File: src/rtl/contador_rx_monitor.sv
// contador_rx_monitor: receive-side checker for a WIDTH-bit contador.
// Tracks the counter with a one-cycle registered reference model.
// It flags Q/rco/load mismatches as one-cycle pulses, keeps a saturating
// count of error cycles and counts rco wrap events.
// Optional build macro: CONTADOR_MON_HALT_EN. When it is defined, the first
// mismatch in SYNC freezes the monitor in HALT until clr or reset.
module contador_rx_monitor #(
  parameter int WIDTH = 4,
  parameter int ERR_W = 8
) (
  input  logic             clk,
  input  logic             reset,
  input  logic             enable,
  input  logic [1:0]       mode,
  input  logic [WIDTH-1:0] D,
  input  logic [WIDTH-1:0] Q,
  input  logic             rco,
  input  logic             load,
  input  logic             clr,
  output logic             synced,
  output logic             err_q,
  output logic             err_rco,
  output logic             err_load,
  output logic [ERR_W-1:0] err_count,
  output logic [ERR_W-1:0] wrap_count
);

`ifdef CONTADOR_MON_HALT_EN
  typedef enum logic [1:0] {ST_UNSYNC = 2'd0, ST_SYNC = 2'd1, ST_HALT = 2'd2} state_t;
`else
  typedef enum logic [1:0] {ST_UNSYNC = 2'd0, ST_SYNC = 2'd1} state_t;
`endif

  localparam logic [WIDTH:0]   STEP_ONE   = (WIDTH+1)'(1);
  localparam logic [WIDTH:0]   STEP_THREE = (WIDTH+1)'(3);
  localparam logic [ERR_W-1:0] CNT_MAX    = {ERR_W{1'b1}};

  state_t           state_q, state_d;
  logic             prev_en_q;
  logic [1:0]       prev_mode_q;
  logic [WIDTH-1:0] prev_d_q;
  logic [WIDTH-1:0] prev_qv_q;
  logic             err_q_q, err_q_d;
  logic             err_rco_q, err_rco_d;
  logic             err_load_q, err_load_d;
  logic [ERR_W-1:0] err_count_q, err_count_d;
  logic [ERR_W-1:0] wrap_count_q, wrap_count_d;

  logic [WIDTH:0]   exp_sum;
  logic [WIDTH-1:0] exp_q;
  logic             exp_rco;
  logic             exp_load;
  logic             mis_q, mis_rco, mis_load, mis_any;

  // Capture last cycle's command and observed Q; the model always follows observed Q.
  always_ff @(posedge clk or negedge reset) begin
    if (!reset) begin
      prev_en_q   <= 1'b0;
      prev_mode_q <= 2'b00;
      prev_d_q    <= '0;
      prev_qv_q   <= '0;
    end else begin
      prev_en_q   <= enable;
      prev_mode_q <= mode;
      prev_d_q    <= D;
      prev_qv_q   <= Q;
    end
  end

  // Reference step: expected Q/rco/load for this cycle from the captured previous cycle.
  always_comb begin
    exp_sum  = {1'b0, prev_qv_q};
    exp_q    = prev_qv_q;
    exp_rco  = 1'b0;
    exp_load = 1'b0;
    if (prev_en_q) begin
      case (prev_mode_q)
        2'b00: begin
          exp_sum = {1'b0, prev_qv_q} + STEP_ONE;
          exp_q   = exp_sum[WIDTH-1:0];
          exp_rco = exp_sum[WIDTH];
        end
        2'b01: begin
          // Borrow out of the top bit marks a down step from zero.
          exp_sum = {1'b0, prev_qv_q} - STEP_ONE;
          exp_q   = exp_sum[WIDTH-1:0];
          exp_rco = exp_sum[WIDTH];
        end
        2'b10: begin
          exp_sum = {1'b0, prev_qv_q} + STEP_THREE;
          exp_q   = exp_sum[WIDTH-1:0];
          exp_rco = exp_sum[WIDTH];
        end
        default: begin
          exp_q    = prev_d_q;
          exp_load = 1'b1;
        end
      endcase
    end
    mis_q    = (Q != exp_q);
    mis_rco  = (rco != exp_rco);
    mis_load = (load != exp_load);
    mis_any  = mis_q | mis_rco | mis_load;
  end

  // Next-state and next-output logic; clr overrides everything else.
  always_comb begin
    state_d      = state_q;
    err_q_d      = 1'b0;
    err_rco_d    = 1'b0;
    err_load_d   = 1'b0;
    err_count_d  = err_count_q;
    wrap_count_d = wrap_count_q;
    if (clr) begin
      state_d      = ST_UNSYNC;
      err_count_d  = '0;
      wrap_count_d = '0;
    end else begin
      case (state_q)
        ST_UNSYNC: begin
          if (load) state_d = ST_SYNC;
        end
        ST_SYNC: begin
          err_q_d    = mis_q;
          err_rco_d  = mis_rco;
          err_load_d = mis_load;
          if (mis_any && (err_count_q != CNT_MAX)) err_count_d = err_count_q + 1'b1;
          if (rco) wrap_count_d = wrap_count_q + 1'b1;
`ifdef CONTADOR_MON_HALT_EN
          if (mis_any) state_d = ST_HALT;
`endif
        end
`ifdef CONTADOR_MON_HALT_EN
        ST_HALT: begin
          state_d = ST_HALT;
        end
`endif
        default: state_d = ST_UNSYNC;
      endcase
    end
  end

  // State, error pulse and counter registers.
  always_ff @(posedge clk or negedge reset) begin
    if (!reset) begin
      state_q      <= ST_UNSYNC;
      err_q_q      <= 1'b0;
      err_rco_q    <= 1'b0;
      err_load_q   <= 1'b0;
      err_count_q  <= '0;
      wrap_count_q <= '0;
    end else begin
      state_q      <= state_d;
      err_q_q      <= err_q_d;
      err_rco_q    <= err_rco_d;
      err_load_q   <= err_load_d;
      err_count_q  <= err_count_d;
      wrap_count_q <= wrap_count_d;
    end
  end

  assign synced     = (state_q != ST_UNSYNC);
  assign err_q      = err_q_q;
  assign err_rco    = err_rco_q;
  assign err_load   = err_load_q;
  assign err_count  = err_count_q;
  assign wrap_count = wrap_count_q;

endmodule

File: config.mk
export PLATFORM = sky130hd
export DESIGN_NAME = contador_rx_monitor
export DESIGN_NICKNAME = d
export VERILOG_FILES = /design/src/rtl/contador_rx_monitor.sv
export SDC_FILE = /design/constraint.sdc
export NUM_CORES = 1
export LEC_CHECK = 0
export CAP_MARGIN = 40
export CORE_MARGIN = 2
export CORE_UTILIZATION = 35
export CTS_BUF_LIST = sky130_fd_sc_hd__clkbuf_4
export CTS_CLUSTER_DIAMETER = 150
export DETAILED_ROUTE_END_ITERATION = 6
export PLACE_DENSITY_LB_ADDON = 0.05
export SYNTH_ARGS = -nofsm -noshare
export SYNTH_HDL_FRONTEND = slang
export SYNTH_SLANG_ARGS = --single-unit
File: constraint.sdc
create_clock -name clk -period 3.3 [get_ports clk]
set_clock_uncertainty 0.2 [all_clocks]
set_input_delay 0.495 -clock clk [delete_from_list [all_inputs] [get_ports clk]]
set_output_delay 0.495 -clock clk [all_outputs]
set_load 0.05 [all_outputs]
==> results of run 1 <==
-- metrics by stage --
stage / total power (uW) / utilization / setup WS, ns / cells / hold WS, ns
floorplan: 505 / - / 0.745 / 182 / -0.000591
global placement: 560 / 0.450 / 0.534 / 279 / 0.338
detailed placement: 561 / 0.450 / 0.480 / 279 / 0.346
CTS: 861 / 0.466 / 0.455 / 287 / 0.333
global route: 895 / 0.466 / 0.206 / 287 / 0.358
finish: 845 / 0.466 / 0.474 / 287 / 0.340
-- cell type report --
type,count,area share
Multi-Input combinational cell,135,0.390
Sequential cell,31,0.352
Timing Repair Buffer,39,0.173
Tap cell,67,0.0381
Clock inverter,3,0.0176
Clock buffer,5,0.0171
Inverter,7,0.0119
-- power groups by stage --
stage	Clock, uW	Sequential [uW]	Combinational (uW)
floorplan	0	433	71.6
global placement	0	422	139
detailed placement	0	422	139
CTS	306	415	140
global route	324	418	152
finish	292	415	138
-- cell families after synthesis --
logic type,after synthesis,synth area share
adder cells (fa/ha/maj),5,0.0350
XOR/XNOR,15,0.0810
multiplexers,3,0.0175
AO/OA/AOI/OAI,36,0.141
AND/OR/NAND/NOR,76,0.226
buffers and inverters,16,0.0474
flip-flops,31,0.452
-- synthesized netlist by cell type, drive strengths merged, types with 6 or more instances --
| cell type | count |
|---|---|
| xnor2 | 6 |
| buf | 6 |
| dfrtp | 31 |
| xor2 | 9 |
| or3 | 6 |
| o21ai | 8 |
| nor2 | 20 |
| inv | 7 |
| nand2b | 7 |
| nand3 | 11 |
| a21oi | 11 |
| nand2 | 12 |
-- per-layer routing --
metal  up-vias  part of all wire
li1        712                 -
met1       695              0.44
met2        34              0.48
met3        14             0.046
met4         0             0.029
met5         -                 0
-- state kept, by name, indices dropped and copies added, names as in the netlist --
signal	flops
wrap_count	8
err_count	8
prev_en_q	1
err_rco	1
err_q	1
prev_qv_q	4
prev_mode_q	2
state_q	1
err_load	1
prev_d_q	4
-- worst max path at each step --
stage | startpoint | end | slack (ns)
after floorplan | prev_qv_q[0]$_DFF_PN0_ | err_count[7]$_DFFE_PN0P_ | 0.75
after global placement | load | err_count[6]$_DFFE_PN0P_ | 0.53
after detailed placement | load | err_count[5]$_DFFE_PN0P_ | 0.48
after CTS | prev_qv_q[0]$_DFF_PN0_ | err_count[5]$_DFFE_PN0P_ | 0.45
after global routing | prev_qv_q[1]$_DFF_PN0_ | err_count[5]$_DFFE_PN0P_ | 0.21
final | prev_qv_q[0]$_DFF_PN0_ | err_count[5]$_DFFE_PN0P_ | 0.47
==> reports/qor.csv, run 1 <==
stage,metric,value,unit
worst_setup_path,reg2regPathDepth,10,
global_routing,grt_use_met3,0.0407,
drt,drt_pre_antenna_iters,5,
worst_setup_path,cpPeakStageDelay,0.50,ns
worst_setup_path,rrSetupSlack,0.47,ns
die,placementRows,25,
worst_setup_path,arrival,2.89,ns
worst_setup_path,path_cells,inv_1 -> ha_1 -> nand2b_1 -> a211oi_1 -> nor2_1 -> a311oi_1 -> o41ai_2 -> buf_4 -> or3_1 -> a21oi_1,
cts,post_cts_buffers,0,
drt,num_vias,1455,
timing,period_minus_slack,2.83,ns
cts,postCtsHoldBufs,0,
place,dpl_cell_area,2120,um2
drt,routed_wl,3930,um
finish,area_growth,28.3,%
power,power.leakage,0.000909,uW
finish,mostFrequentLayoutCell,clkdlybuf4s50_1,
flow_run,maxCapViolations,0,
timing,maxSlewViolCount,0,
drt,routedWlPerCell,13.7,um
timing,fmax,0.354,GHz
synthesis,synth_ff_type,dfrtp_1,
worst_setup_path,cp.depth,10,
synthesis,synthTopCellsByArea,"dfrtp_1, xor2_1, nor2_1",
die,die_area,5480,um2
finish,final_cell_area,2200,um2
global_routing,grt-ovfl-total,0,
worst_setup_path,critPathLaunchType,flop,
die,die_w,74.0,um
power,ir_drop,0.203,mV
finish,diodes,0,
finish,fill_cells,437,
power,p_sw,235,uW
finish,final_cell_mix,"clkdlybuf4s50_1, dfrtp_1, nor2_1",
timing,tightest_slew,0.507,ns
synthesis,synthArstFlopShare,1.00,
worst_setup_path,cp_top_family,compound AO/OA/AOI/OAI gates,
timing,finalSetupTns,0,ns
drt,antenna_left,0,
die,start_util,0.363,
drt,drtIter0Drc,79,
place,port_buffers,35,
global_routing,grtUsageMet1,0.210,
worst_setup_path,cp_max_fo,9,
synthesis,synth-seq-cells,31,
global_routing,met2_usage,0.256,
worst_setup_path,crit_path_top_delay_cell,dfrtp_1,
global_routing,grt_pass1_wl,6790,um
worst_setup_path,critPathCaptureType,flop,
global_routing,grt_max_degree,32,
die,design.core.area,4720,um2
timing,rsz0062_at_grt,no,
timing,setup_viol,0,
place,dp_hpwl,2790,um
cts,htreeDepth,2,
power,pwr-share-seq,0.491,
global_routing,grt_busiest_layer,met2,
synthesis,synthDominantCellAreaShare,0.452,
cts,cts_resized,0,
global_routing,grtUsageTotal,0.164,
timing,fin_crit_sh,0.856,
cts,cts_buffer_depth,2,
global_routing,grt_antenna_before_repair,0,
cts,cts-root-buf,clkbuf_4,
synthesis,avgSynthCellArea,9.43,um2
die,dieHeight,74.0,um
cts,clkLatencyLatePin,0.34,ns
worst_setup_path,reg2reg_to,err_count[5]$_DFFE_PN0P_,
hold_path,min_path_type,in2async,
power,pwr-share-clk,0.346,
cts,path_clk_slew,0.10,ns
synthesis,yosysTopAreaCell,dfrtp_1,
finish,layout.nets,239,
worst_setup_path,crit_buf_inv,2,
finish,final_layout_size_suffix_gt1_frac,0.0682,
synthesis,synthCells,182,
synthesis,syn_area,1720,um2
timing,slew_headroom,0.661,
worst_setup_path,required,3.37,ns
cts,cts_tree,built,
drt,routed_via_density,5.07,
cts,numCtsBuffers,5,
die,ios,36,
status,status,finished clean,
power,p_int,610,uW
power,switching_share,0.279,
cts,clkSinkCount,31,
worst_setup_path,crit_type,reg2reg,
power,p_per_area,384,nW/um2
finish,multi_input_area,858,um2
synthesis,syn_nets,202,
timing,finalHoldViolCount,0,
worst_setup_path,timing.rr.start,prev_qv_q[0]$_DFF_PN0_,
synthesis,ys_warn_count,0,
synthesis,ys_types,39,
power,pwr-share-comb,0.163,
synthesis,yosysSeqAreaShare,0.452,
global_routing,grt_pass1_vias,1427,
finish,regArea,776,um2
drt,route.detailed.drc,0,
place,globalplace.congestion,0.837,
synthesis,synth-edff-count,0,
(Power assumes the default switching activity.)
==> inputs of run 2 (changes only) <==
- clock period: 3.3 -> 3.5 ns (I/O delays scaled with it)
==> reports/qor.csv, run 2 (same netlist as run 1, synthesis figures left out) <==
stage,metric,value,unit,change
flow_run,maxCapViolations,0,,unchanged
worst_setup_path,required,3.55,ns,+0.18 ns
worst_setup_path,critPathLaunchType,flop,,
die,placementRows,25,,unchanged
global_routing,grt_pass1_vias,1413,,-0.98%
die,die_area,5480,um2,unchanged
cts,numCtsBuffers,5,,unchanged
global_routing,grt-ovfl-total,0,,unchanged
cts,cts_resized,0,,unchanged
global_routing,grt_max_degree,32,,unchanged
finish,layout.nets,238,,-0.42%
cts,cts-root-buf,clkbuf_4,,
worst_setup_path,path_cells,inv_1 -> ha_1 -> nand2b_1 -> a211oi_1 -> nor2_1 -> a311oi_1 -> o41ai_2 -> buf_4 -> or4_1 -> a21oi_1,,
finish,area_growth,27.9,%,
timing,rsz0062_at_grt,no,,
worst_setup_path,crit_path_start,prev_qv_q[0]$_DFF_PN0_,,
finish,final_cell_mix,"clkdlybuf4s50_1, dfrtp_1, nor2_1",,
worst_setup_path,cp_top_family,compound AO/OA/AOI/OAI gates,,
drt,routed_via_density,5.03,,-0.75%
global_routing,grt_antenna_before_repair,0,,unchanged
timing,finalSetupTns,0,ns,unchanged
die,design.core.area,4720,um2,unchanged
worst_setup_path,crit_type,reg2reg,,
worst_setup_path,rrSetupSlack,0.50,ns,+0.02 ns
power,total_power,790,uW,-6.5%
timing,fmax,0.333,GHz,-5.9%
die,ios,36,,unchanged
timing,maxSlewViolCount,0,,unchanged
worst_setup_path,arrival,3.05,ns,+0.16 ns
worst_setup_path,timing.rr.start,prev_qv_q[0]$_DFF_PN0_,,
power,ir_drop,0.235,mV,+15%
hold_path,min_path_type,reg2reg,,
finish,diodes,0,,unchanged
cts,htreeDepth,2,,unchanged
drt,antenna_left,0,,unchanged
worst_setup_path,endpoint,err_count[7]$_DFFE_PN0P_,,
cts,postCtsHoldBufs,0,,unchanged
cts,path_clk_slew,0.10,ns,about the same
finish,mostFrequentLayoutCell,clkdlybuf4s50_1,,
die,dieHeight,74.0,um,unchanged
drt,num_vias,1439,,-1.1%
cts,clkSinkCount,31,,unchanged
timing,tightest_slew,0.505,ns,-0.00138 ns
drt,routedWlPerCell,13.3,um,-3.1%
drt,route.detailed.drc,0,,unchanged
finish,final_layout_size_suffix_gt1_frac,0.0639,,-0.00425
power,power.leakage,0.000905,uW,-0.50%
worst_setup_path,cp_max_fo,14,,+5
cts,cts_tree,built,,
worst_setup_path,crit_path_top_delay_cell,dfrtp_1,,
drt,routed_wl,3790,um,-3.4%
drt,drt_pre_antenna_iters,4,,-1
place,dp_hpwl,2730,um,-2.1%
power,p_per_area,360,nW/um2,-6.1%
global_routing,grtUsageTotal,0.155,,-0.00869
timing,slew_headroom,0.662,,+0.000921
die,die_w,74.0,um,unchanged
place,globalplace.congestion,0.855,,+2.1%
place,port_buffers,35,,unchanged
worst_setup_path,crit_buf_inv,2,,unchanged
worst_setup_path,cp.depth,10,,unchanged
drt,drtIter0Drc,74,,-6.3%
cts,clkLatencyLatePin,0.33,ns,about the same
timing,setup_viol,0,,unchanged
status,status,finished clean,,
worst_setup_path,critPathCaptureType,flop,,
worst_setup_path,reg2regPathDepth,10,,unchanged
worst_setup_path,cpPeakStageDelay,0.50,ns,about the same
timing,finalHoldViolCount,0,,unchanged
worst_setup_path,reg2reg_to,err_count[7]$_DFFE_PN0P_,,
timing,fin_crit_sh,0.858,,+0.00160
global_routing,grt_pass1_wl,6520,um,-4.0%
cts,cts_buffer_depth,2,,unchanged
cts,post_cts_buffers,0,,unchanged
timing,period_minus_slack,3.00,ns,+0.177 ns
die,start_util,0.363,,unchanged
## run 2: changes by cell type in the layout (fill, tap and decap cells not counted), sizes merged
cell,change
buf,-1
## run 2: worst min-delay path, stage by stage, from the launching register on
cell	delay, ns
dfrtp_1	0.37
xnor2_1	0.12
nor2_1	0.04
## run 2: worst min-delay path by stage
stage	start	end	slack (ns)	cells past startpoint
after floorplan	reset	err_count[0]$_DFFE_PN0P_	0.03	0
after global placement	wrap_count[7]$_DFFE_PN0P_	wrap_count[7]$_DFFE_PN0P_	0.34	2
after detailed placement	wrap_count[7]$_DFFE_PN0P_	wrap_count[7]$_DFFE_PN0P_	0.34	2
after CTS	wrap_count[7]$_DFFE_PN0P_	wrap_count[7]$_DFFE_PN0P_	0.36	2
after global routing	reset	state_q[0]$_DFFE_PN0P_	0.40	2
final	wrap_count[7]$_DFFE_PN0P_	wrap_count[7]$_DFFE_PN0P_	0.35	2
## run 2: metrics by stage
step	instance area (um2)	cells	util	setup slack (ns)	hold WS, ns
2_1_floorplan	1720	182	-	0.945	0.0294
3_3_place_gp	2120	278	0.448	0.579	0.337
3_5_place_dp	2120	278	0.448	0.539	0.342
4_1_cts	2190	286	0.464	0.510	0.361
5_1_grt	2190	286	0.464	0.248	0.397
6_report	2190	286	0.464	0.497	0.353
## run 2: layout make-up
type	instances	area, um2
clock buffer	5	37.5
clock inverter	3	38.8
fill	459	2530
inverter	7	26.3
multi-input combinational	135	858
sequential	31	776
tap	67	83.8
timing repair buffer	38	373
## run 2: per-layer routing
| layer | routed length, um | track usage |
|---|---|---|
| met1 | 1680 | 0.193 |
| met2 | 1960 | 0.265 |
| met3 | 120 | 0.0325 |
| met4 | 38 | 0.0606 |
| met5 | 0 | 0 |
## run 2: power breakdown
group,leakage [uW],internal (uW),total [uW],switching [uW]
Clock,0.0000426,147,270,124
Sequential,0.000403,370,391,21.1
Combinational,0.000459,57.2,129,71.8
==> edit 1, RTL diff (flow settings as in run 2) <==
Build with the macro `CONTADOR_MON_HALT_EN` defined.
--- a/src/rtl/contador_rx_monitor.sv
+++ b/src/rtl/contador_rx_monitor.sv
@@ -5,4 +5,6 @@
 // Optional build macro: CONTADOR_MON_HALT_EN. When it is defined, the first
 // mismatch in SYNC freezes the monitor in HALT until clr or reset.
+`define CONTADOR_MON_HALT_EN
+
 module contador_rx_monitor #(
   parameter int WIDTH = 4,
Behaviour: not the same (Yosys sat finds a counterexample within 4 cycles, from zero or initial values and one cycle with reset low).
==> edit 1 against run 2 <==
Hold slack worse by 16 ps. Design area up 2.6%. Routed wire length up 1.0%. Worst setup slack better by 88 ps. Utilization down 1.5 points. Area after synthesis up 4.2%. Sequential cell count up 1. First-iteration DRC count down 8.1%.
Power is not compared: it rests on default switching activity, and its combinational part moved more than twofold at a synthesized area within 25%.
==> edit 1: results (changes against run 2) <==
nets: 243  # +2.1%
status: "finished clean"
drt-initial-drc-count: 68  # -8.1%
wl_mm: 3.83  # +1.0%
synth_common_cells: "dfrtp_1, nor2_1, inv_1, nand2_1"
pre_cts_slack_ps: 528  # -11.0 ps
max_freq_mhz: 343  # +3.0%
yosysSeqAreaShare: 0.448  # -0.00405
hpwl_mm: 2.84  # +3.9%
regToRegSetupSlack_ps: 580  # +90 ps
grt_use_total: 0.149  # -0.00581
synth_cell_types: 44  # +13%
fin_cells: 291  # +1.7%
r2r-end: "err_count[5]"
avgViaCountPerCell: 4.91  # -2.4%
crit_fanout: 9  # -5
gp_congestion: 0.813  # -4.9%
drive_above_1_share: 0.0588  # -0.00510
cts.path.max_buffers: 2  # unchanged
postSynthAreaPerCell_um2: 9.71  # +3.0%
grt_max_degree: 33  # +3.1%
dp_cells: 283  # +1.8%
cp.arrival_ps: 2930  # -120 ps
grt_pass1_wl_mm: 6.46  # -0.95%
worst-slew-pin-transition_ps: 499  # -6.57 ps
grt_pass1_vias: 1426  # +0.92%
edit 1: cell count changes after synthesis, moves of 4 or more:
cell | before | now
a21oi_1 | 11 | 6
nor2_1 | 20 | 25
or3_1 | 6 | 1
inv_1 | 6 | 10
nand2b_1 | 7 | 3
nor3_1 | 5 | 1
edit 1: power by group:
part           internal, mW  switching [mW]  total, mW
registers             0.404          0.0375      0.441
clock network        0.0736           0.127      0.201
logic                 0.143           0.233      0.376
edit 1: cell type report:
class,instances,area (µm²)
fill,518,2760
multi-input combinational,134,908
sequential,32,801
tap,70,87.6
clock buffer,5,37.5
clock inverter,3,13.8
timing repair buffer,37,365
inverter,10,37.5
edit 1: how the worst min path moves through the flow:
| stage | slack (ps) | to | startpoint |
|---|---|---|---|
| 4_1_cts | 340 | state_q[1] | state_q[1] |
| 3_5_place_dp | 320 | state_q[1] | state_q[1] |
| 6_report | 340 | state_q[1] | state_q[1] |
| 3_3_place_gp | 300 | state_q[1] | state_q[1] |
| 2_1_floorplan | 30 | err_count[0] | reset |
| 5_1_grt | 370 | state_q[1] | state_q[1] |
edit 1: cells by family (layout without fill, tap and decap cells):
logic type               count (synthesis)  count (layout)  share of synthesized area
multiplexers                             9               9                     0.0525
buffers and inverters                   18              55                     0.0434
adder cells (fa/ha/maj)                  7               7                     0.0490
AO/OA/AOI/OAI                           35              35                      0.144
AND/OR/NAND/NOR                         66              66                      0.179
flip-flops                              32              32                      0.448
XOR/XNOR                                17              17                     0.0833
edit 1: worst max-delay path, delay by kind of cell (launching register included):
kind,cells,cell delay (ps)
multiplexers,1,320
flip-flops,1,500
adder cells (fa/ha/maj),1,230
AND/OR/NAND/NOR,2,370
XOR/XNOR,1,180
AO/OA/AOI/OAI,4,930
buffers and inverters,1,80
edit 1: layer usage:
metal	routed length (µm)	track usage
met1	1690	0.184
met2	1950	0.255
met3	142	0.0410
met4	51	0.0468
met5	0	0
==> edit 2, RTL diff (settings of run 2) <==
Made on the original files. Reset style: synchronous (`reset`), changed in 2 clocked blocks.
--- a/src/rtl/contador_rx_monitor.sv
+++ b/src/rtl/contador_rx_monitor.sv
@@ -54,5 +54,5 @@
 
   // Capture last cycle's command and observed Q; the model always follows observed Q.
-  always_ff @(posedge clk or negedge reset) begin
+  always_ff @(posedge clk) begin
     if (!reset) begin
       prev_en_q   <= 1'b0;
@@ -142,5 +142,5 @@
 
   // State, error pulse and counter registers.
-  always_ff @(posedge clk or negedge reset) begin
+  always_ff @(posedge clk) begin
     if (!reset) begin
       state_q      <= ST_UNSYNC;
Check against the original RTL: differs if reset is asserted again (counterexample within 4 cycles, from zero or initial values and one cycle with reset low); with reset held inactive, the same outputs for 10 cycles.
==> edit 2 against run 2 <==
Total power is 5.9% lower. Highest routed layer unchanged. Worst setup slack better by 370 ps. Area after synthesis is 3.8% lower. Routed wire length is 7.7% lower. Sequential cell count stayed put. Synthesized cell count is 6.6% higher. Sequential share of layout area is 5.6 points lower. Design area is 5.0% lower.
==> edit 2: results (changes against run 2) <==
status: "finished clean"
area_share_nonclk_buffers: 0.168  # -0.00193
grt.met2_usage: 0.236  # -0.0285
synthCells: 194  # +6.6%
swShare: 0.250  # -0.0242
synth-compound-area-share: 0.152  # +0.0109
wl_per_cell_um: 12.6  # -5.1%
n_all_inverters: 6  # -1
synthFlopType: "dfxtp_1"
finalInstanceArea_um2: 2080  # -5.0%
grt_pass1_wl_mm: 5.99  # -8.1%
grt_max_degree: 19  # -41%
worst-slew-pin-transition_ps: 685  # +179 ps
clkCellAreaFrac: 0.0366  # +0.00182
synthMuxAreaShare: 0.00607  # -0.0114
grt_pass1_vias: 1315  # -6.9%
crit_fanout: 9  # -5
gp_congestion: 0.819  # -4.2%
cp_slowest_cell: "dfxtp_1"
dpl_cell_area_um2: 2010  # -5.1%
num_vias: 1461  # +1.5%
use_met1: 0.175  # -0.0175
dp_cells: 270  # -2.9%
drt-initial-drc-count: 55  # -26%
synth_nets: 214  # +5.9%
yosysSeqAreaShare: 0.376  # -0.0762
dr_wl_met2_mm: 1.69  # -14%
hpwl_mm: 2.54  # -7.1%
synth_cell_types: 44  # +13%
grt_use_total: 0.143  # -0.0125
cp.arrival_ps: 2660  # -390 ps
regArea_um2: 621  # -20%
async_reset_ff_frac: 0  # -1.00
multi_input_area_share: 0.456  # +0.0643
wl_met1_mm: 1.60  # -4.5%
==> edit 2: cell count changes in the layout (fill, tap and decap cells not counted), sizes merged, moves of 4 or more <==
cell,run 2,this run
xnor2,6,14
nand2b,7,1
dfrtp,31,0
nor3,5,1
and2,1,11
dfxtp,0,31
nor2,20,27
a31o,0,4
a31oi,0,4
or3,6,1
o21ai,8,4
==> edit 2: worst paths after layout <==
| check | startpoint | to | slack, ps | cells after the start |
|---|---|---|---|---|
| max | prev_qv_q[0] | err_count[2] | 860 | 10 |
| min | err_count[1] | err_count[1] | 310 | 2 |
| max reg2reg | prev_qv_q[0] | err_count[2] | 860 | 10 |
| min reg2reg | err_count[1] | err_count[1] | 310 | 2 |
==> edit 2: power groups by stage <==
stage / sequential [mW] / combinational, mW / clock (mW)
after floorplan: 0.380 / 0.0707 / 0
after global placement: 0.385 / 0.0952 / 0
after detailed placement: 0.385 / 0.0969 / 0
after CTS: 0.377 / 0.0974 / 0.282
after global routing: 0.379 / 0.107 / 0.295
final: 0.377 / 0.0969 / 0.270
